<file path="src/rtl/hazard_forward_unit.sv">
// Operand forwarding and load-use hazard unit between ID and EX.
// One hfu_src_resolve instance per source operand; tags for EX/MEM/WB shift every cycle.
module hfu_src_resolve #(
   parameter int XLEN   = 32,
   parameter bit FWD_EN = 1'b1
) (
   input  logic            id_valid,
   input  logic [4:0]      rs_addr,
   input  logic [XLEN-1:0] rs_data,
   input  logic            ex_live,
   input  logic [4:0]      ex_rd,
   input  logic            ex_load,
   input  logic            mem_live,
   input  logic [4:0]      mem_rd,
   input  logic            wb_live,
   input  logic [4:0]      wb_rd,
   input  logic [XLEN-1:0] ex_result,
   input  logic [XLEN-1:0] mem_result,
   input  logic [XLEN-1:0] wb_result,
   output logic [1:0]      sel,
   output logic [XLEN-1:0] opnd,
   output logic            hazard
);
   logic m_ex, m_mem, m_wb;

   // live() already excludes rd==0, so an x0 source can never match
   assign m_ex  = id_valid & ex_live  & (ex_rd  == rs_addr);
   assign m_mem = id_valid & mem_live & (mem_rd == rs_addr);
   assign m_wb  = id_valid & wb_live  & (wb_rd  == rs_addr);

   always_comb begin
      sel    = 2'b00;
      opnd   = rs_data;
      hazard = 1'b0;
      if (FWD_EN) begin
         hazard = m_ex & ex_load;
         if (m_ex) begin
            sel  = 2'b01;
            opnd = ex_result;
         end else if (m_mem) begin
            sel  = 2'b10;
            opnd = mem_result;
         end else if (m_wb) begin
            sel  = 2'b11;
            opnd = wb_result;
         end
      end else begin
         hazard = m_ex | m_mem | m_wb;
      end
   end
endmodule

module hazard_forward_unit #(
   parameter int XLEN    = 32,
   parameter int NUM_SRC = 2,
   parameter bit FWD_EN  = 1'b1
) (
   input  logic                    clk,
   input  logic                    rst_n,
   input  logic                    id_valid,
   input  logic [5*NUM_SRC-1:0]    id_rs_addr,
   input  logic [XLEN*NUM_SRC-1:0] id_rs_data,
   input  logic [4:0]              id_rd_addr,
   input  logic                    id_rd_we,
   input  logic                    id_is_load,
   input  logic [XLEN-1:0]         ex_result,
   input  logic [XLEN-1:0]         mem_result,
   input  logic [XLEN-1:0]         wb_result,
   input  logic                    flush,
   output logic                    stall,
   output logic                    ex_valid,
   output logic [XLEN*NUM_SRC-1:0] ex_operand,
   output logic [2*NUM_SRC-1:0]    fwd_sel
);
   typedef struct packed {
      logic       valid;
      logic [4:0] rd;
      logic       we;
      logic       is_load;
   } tag_t;

   // tag_pipe[0]=EX, [1]=MEM, [2]=WB
   tag_t [2:0]                   tag_pipe;
   logic [2:0]                   live;
   logic [NUM_SRC-1:0][XLEN-1:0] res_op;
   logic [NUM_SRC-1:0][XLEN-1:0] op_q;
   logic [NUM_SRC-1:0]           hazard;

   for (genvar s = 0; s < 3; s++) begin : g_live
      assign live[s] = tag_pipe[s].valid & tag_pipe[s].we & (tag_pipe[s].rd != 5'd0);
   end

   for (genvar i = 0; i < NUM_SRC; i++) begin : g_src
      hfu_src_resolve #(.XLEN(XLEN), .FWD_EN(FWD_EN)) u_src (
         .id_valid   (id_valid),
         .rs_addr    (id_rs_addr[5*i +: 5]),
         .rs_data    (id_rs_data[XLEN*i +: XLEN]),
         .ex_live    (live[0]),
         .ex_rd      (tag_pipe[0].rd),
         .ex_load    (tag_pipe[0].is_load),
         .mem_live   (live[1]),
         .mem_rd     (tag_pipe[1].rd),
         .wb_live    (live[2]),
         .wb_rd      (tag_pipe[2].rd),
         .ex_result  (ex_result),
         .mem_result (mem_result),
         .wb_result  (wb_result),
         .sel        (fwd_sel[2*i +: 2]),
         .opnd       (res_op[i]),
         .hazard     (hazard[i])
      );
   end

   assign stall      = ~flush & (|hazard);
   assign ex_valid   = tag_pipe[0].valid;
   assign ex_operand = op_q;

   always_ff @(posedge clk or negedge rst_n) begin
      if (!rst_n) begin
         tag_pipe <= '0;
         op_q     <= '0;
      end else begin
         tag_pipe[2] <= tag_pipe[1];
         tag_pipe[1] <= tag_pipe[0];
         if (flush || stall) begin
            tag_pipe[0] <= '0;
         end else begin
            tag_pipe[0] <= {id_valid, id_rd_addr, id_rd_we, id_is_load};
            if (id_valid) op_q <= res_op;
         end
      end
   end
endmodule

</file>
<file path="config.mk">
export PLATFORM = sky130hd
export DESIGN_NAME = hazard_forward_unit
export DESIGN_NICKNAME = d
export VERILOG_FILES = /design/src/rtl/hazard_forward_unit.sv
export SDC_FILE = /design/constraint.sdc
export NUM_CORES = 1
export LEC_CHECK = 0
export CAP_MARGIN = 10
export CELL_PAD_IN_SITES_DETAIL_PLACEMENT = 1
export CELL_PAD_IN_SITES_GLOBAL_PLACEMENT = 2
export CORE_AREA = 2 2 152 154
export CTS_CLUSTER_SIZE = 8
export DETAILED_ROUTE_END_ITERATION = 12
export DIE_AREA = 0 0 154 156
export PLACE_DENSITY_LB_ADDON = 0.25
export SETUP_SLACK_MARGIN = 0.4
export SYNTH_ARGS = -nofsm -noshare
export SYNTH_HDL_FRONTEND = slang
export SYNTH_SLANG_ARGS = --single-unit
</file>
<file path="constraint.sdc">
create_clock -name clk -period 2.8 [get_ports clk]
set_clock_uncertainty 0.1 [all_clocks]
set_input_delay 0.28 -clock clk [delete_from_list [all_inputs] [get_ports clk]]
set_output_delay 0.28 -clock clk [all_outputs]
set_load 0.05 [all_outputs]
</file>
---- Yosys cells after proc, flatten, opt, wreduce, memory -nomap -nowiden ----
Cells that the tools add are included.
word-level totals
  register bits ........................... 86
  bits of input ports ..................... 181
  output and inout port bits .............. 70
cells by class
  equality and inequality tests ........... 6
  muxes and demuxes ....................... 13
  bitwise gates (word level) .............. 20
  reductions and logical operators ........ 6
operators with widths
  kind               count
  $mux 32            6
  $eq 5x5->1         6
  $and 1x1->1        18
  $reduce_bool 5->1  3
  $mux 2             6
  $mux 8             1
  $not 1->1          2
  $reduce_and 2->1   1
  $reduce_or 2->1    1
  $logic_or 1x1->1   1

---- Depth between registers and ports, before layout ----
  word-level depth ........................ 10
  gate-level depth with buffers ........... 8

---- By module ----
Synthesis repeated with hierarchy kept, for this count alone.
unflattened totals
  cells, all modules ...................... 674
  area, all modules ....................... 5729.2 um2
modules (own cells, without submodules)
  module               times used  cells an instance  area an instance (um2)  seq. area each (um2)
  hazard_forward_unit  1           174                3061.7                  2152.1
  hfu_src_resolve      2           250                1333.8                  0.0

---- Worst setup path after synthesis ----
No wires, ideal clock.
  path type ............................... register -> output
  start point ............................. register tag_pipe, in the netlist ex_valid
  end point ............................... output port stall
  arrival ................................. 2076 ps
  data required time ...................... 2420 ps
  slack ................................... 344 ps
  stages on the path, launching flop included .. 5
  buffers on the path ..................... 0
  path through ............................ dfrtp_1 -> nand3_1 -> a21oi_1 -> nand2_1 -> nor3_1
on the way
  longest elaborated chain between the ends .. 7
RTL lines
  what                         line  source
  start: declaration           83    tag_t [2:0] tag_pipe;
  $and 1x1->1 * (2 in series)  90    assign live[s] = tag_pipe[s].valid & tag_pipe[s].we & (tag_pipe[s].rd != 5'd0);
  $and 1x1->1 *                27    assign m_ex = id_valid & ex_live & (ex_rd == rs_addr);
  $and 1x1->1                  27
  $and 1x1->1                  36    hazard = m_ex & ex_load;
  $reduce_or 2->1 *            114   assign stall = ~flush & (|hazard);
  $and 1x1->1 *                114
  end: declaration             70    output logic stall,
Every way passes the cells marked *; elsewhere a longest branch is shown, timed or not.

---- Worst setup path after layout ----
  start point ............................. register tag_pipe[19] in the netlist's numbering
  end point ............................... output port fwd_sel[1]
on the way
  longest elaborated chain between the ends .. 7
RTL lines
  what               line  source
  $reduce_bool 5->1  90
  $and 1x1->1        90
  $and 1x1->1        29    assign m_wb = id_valid & wb_live & (wb_rd == rs_addr);
  $and 1x1->1 *      29
  $mux 2 *           43    end else if (m_wb) begin
  $mux 2 *           40    end else if (m_mem) begin
  $mux 2 *           37    if (m_ex) begin
  end: declaration   73    output logic [2*NUM_SRC-1:0] fwd_sel
Marked as above.

==> results.md <==
* Dpl cell area at 8000 sq um
* Warnings, synthesis at 0
* Layout cells sized above 1 at 13.80%
* Maxcap violations at 0
* Largest net degree at the start of global routing at 48
* Pwr Total at 0.004003 W
* Core area at 22,370 sq um
* Slew headroom at 52.99%
* Die area at 24,020 sq um
* Least-Margin Pin Slew at 0.7052 ns
* Max FO, Critical Path at 4
* First-pass GRT wire length at 34.88 mm
* Setup violators final at 0
* RSZ-0062 raised after global routing: true
* I/O pin count at 251
* CTS tree: done
* Worst Path Arrival at 2.16 ns
* Worst-case reg-to-reg path depth at 10
* Final TNS setup at 0 ns
* Tot GR Track Use at 18.77%
* Reg clk slew, reported paths at 0.07 ns
* FP Rows at 55
* Post-synthesis cell area at 5062 sq um
* Vias at 5,454
* Met3 routed WL at 1.245 mm
* Gate Count Post-Synth at 536
* Starting density of the core at 22.63%
* Num CTS Buffers at 9
* Vias in the first global route at 6,018
* WS Path Type: register to output port
* F_max at 0.3941 GHz
* Worst path required time at 2.42 ns
* DRT Pass-1 Iters at 4
* Yosys reg bits at 86
* Synth unique cells at 33
* Fillers at 2,503
* Die W at 154 microns
* DRC violation count after routing at 0
* Crit share post-route at 90.62%
* Worst R2R Setup Slack at 0.42 ns
* Type of the worst min-delay path: register to register
* Die Ht at 156 microns
* Initial DRC Count at 170
* Clock Latency Late Sink at 0.35 ns
* Pleak at 3.376 nW
* Most common cell after layout, fill and taps aside: clkdlybuf4s50_1
* Post-synthesis async set-or-reset flop share at 100.0%
* FF-to-FF Start: tag_pipe[21]
* ANT nets after route at 0
* Final hold vios at 0
* Crit path capture type: output port
* Commonest non-fill, non-tap cells in the layout: clkdlybuf4s50_1 (244), dfrtp_1 (86), nand2_1 (68)
* GRT overflow at 0
* EDFF count, synth at 0
* Syn nets at 717
* Power Density at 462.0 nW/um^2
* Initial antenna violation count at 1
* Seq/Total Area, Yosys at 42.51%
* Port bufs at 250
* Crit start category: register
* M1 WL at 9.659 mm
* RR Endpoint: ex_operand[25]
* Drt wl/cell at 21.37 microns
* VDD IR-drop max at 0.2312 mV
* Tmin final at 2.537 ns
* Count of pins over their slew limit at 0
* Syn avg cell area at 9.445 sq um
* Nets at 973
* Via/cell ratio at 5.036
* Clock Tree Buf Depth at 2
* DRT Wirelength at 23.14 mm
* Clock root cell: clkbuf_16
* Status: finished clean
* Total number of H-tree levels at 3
* Highest layer used for signal routing: met4
* Design area at 8665 sq um
* Post-DP HPWL at 16.35 mm
* Most common flop cell mapped by yosys: dfrtp_1
* Worst Setup EP: fwd_sel[1]
* Critical Path Source: tag_pipe[19]
* Met2 WL at 11.68 mm
* Synthesis-to-finish area growth at 71.16%
* Clk sink count at 86
* GP Congestion at 0.8220
how the worst min path moves through the flow:
| stage | slack [ns] | to | from | cells after the start |
|---|---|---|---|---|
| after floorplan | -0.12 | ex_operand[0] | rst_n | 0 |
| final | 0.28 | tag_pipe[17] | tag_pipe[9] | 0 |
| after global routing | 0.29 | tag_pipe[23] | tag_pipe[15] | 0 |
| after detailed placement | 0.27 | ex_operand[48] | rst_n | 1 |
| after CTS | 0.28 | tag_pipe[17] | tag_pipe[9] | 0 |
| after global placement | 0.26 | ex_operand[48] | rst_n | 1 |
synthesized netlist by cell type (2+ instances only):
cell type  count  area, sq um
xnor2_1        8        70.07
a21oi_1        3        15.01
o21ai_0        6        30.03
clkbuf_1      13        48.80
and3_1         3        18.77
nor2b_1       46        287.8
buf_6          6        67.56
a211oi_2       4        50.05
o21ai_1       57        285.3
o221ai_1      62        543.0
o21a_1         2        15.01
nand3_1        8        40.04
buf_2         21        105.1
nand2_1       75        281.5
a211oi_1      60        450.4
o31ai_1        2        15.01
and2b_1        7        52.55
o22ai_1        2        12.51
and2_1         7        43.79
xor2_1        22        192.7
buf_8          3        45.04
and2b_2       12        105.1
nor2_1         6        22.52
dfrtp_1       86         2152
nor3_1         7        35.03
routing by layer:
metal | GRT usage, % | up-vias
met5 | 0 | -
met4 | 7.032 | 0
met3 | 4.028 | 36
met2 | 32.74 | 183
met1 | 22.73 | 2714
li1 | - | 2521
through the flow:
| stage | setup slack, ns | hold WS (ns) | cells | utilization (%) |
|---|---|---|---|---|
| after global routing | 0.1991 | 0.2853 | 1083 | 38.74 |
| after detailed placement | 0.07730 | 0.2692 | 1047 | 35.77 |
| after global placement | 0.1183 | 0.2619 | 1047 | 35.77 |
| after CTS | 0.2499 | 0.2827 | 1072 | 37.71 |
| final | 0.2626 | 0.2812 | 1083 | 38.74 |
| after floorplan | 0.5341 | -0.1156 | 536 | - |
registers in the layout (all words and copies together), names as in the netlist:
signal	cells
ex_operand	64
tag_pipe	21
ex_valid	1
cell type report:
type,instances,area (sq um),share of cell area [%]
Timing Repair Buffer,290,3082,35.57
Multi-Input combinational cell,404,2779,32.07
Sequential cell,86,2152,24.84
Tap cell,285,356.6,4.116
Clock buffer,9,225.2,2.599
Clock inverter,7,63.81,0.7365
Inverter,1,3.754,0.04332
Antenna cell,1,2.502,0.02888
critical path, stage by stage, from the launching register on:
cell     delay (ns)
dfrtp_1        0.39
or4_4          0.55
o21ai_4        0.20
nor4_4         0.05
buf_4          0.16
buf_12         0.12
o21a_1         0.19
buf_12         0.15
cell families after synthesis:
| kind of cell | share of synthesized area [%] |
|---|---|
| AOI/OAI and AO/OA | 28.30 |
| xor gates and xnor gates | 5.190 |
| buffers and inverters | 5.808 |
| DFF | 42.51 |
| and+or+nand+nor | 18.19 |
where the power goes:
group          switching, W  total (W)  internal (W)
Clock              0.000582    0.00121      0.000625
Combinational      0.000761    0.00133      0.000570
Sequential        0.0000906    0.00146       0.00137
repair_timing:
item,4_1_cts,5_1_grt
endpoints found under the hold margin,46,0
endpoints found under the setup margin,5,59
hold buffers,1,0
pin swaps,3,5
setup buffers,6,7
cloned,2,3
gates resized for setup,5,25
Note: power is estimated with default switching activity, not from simulation.
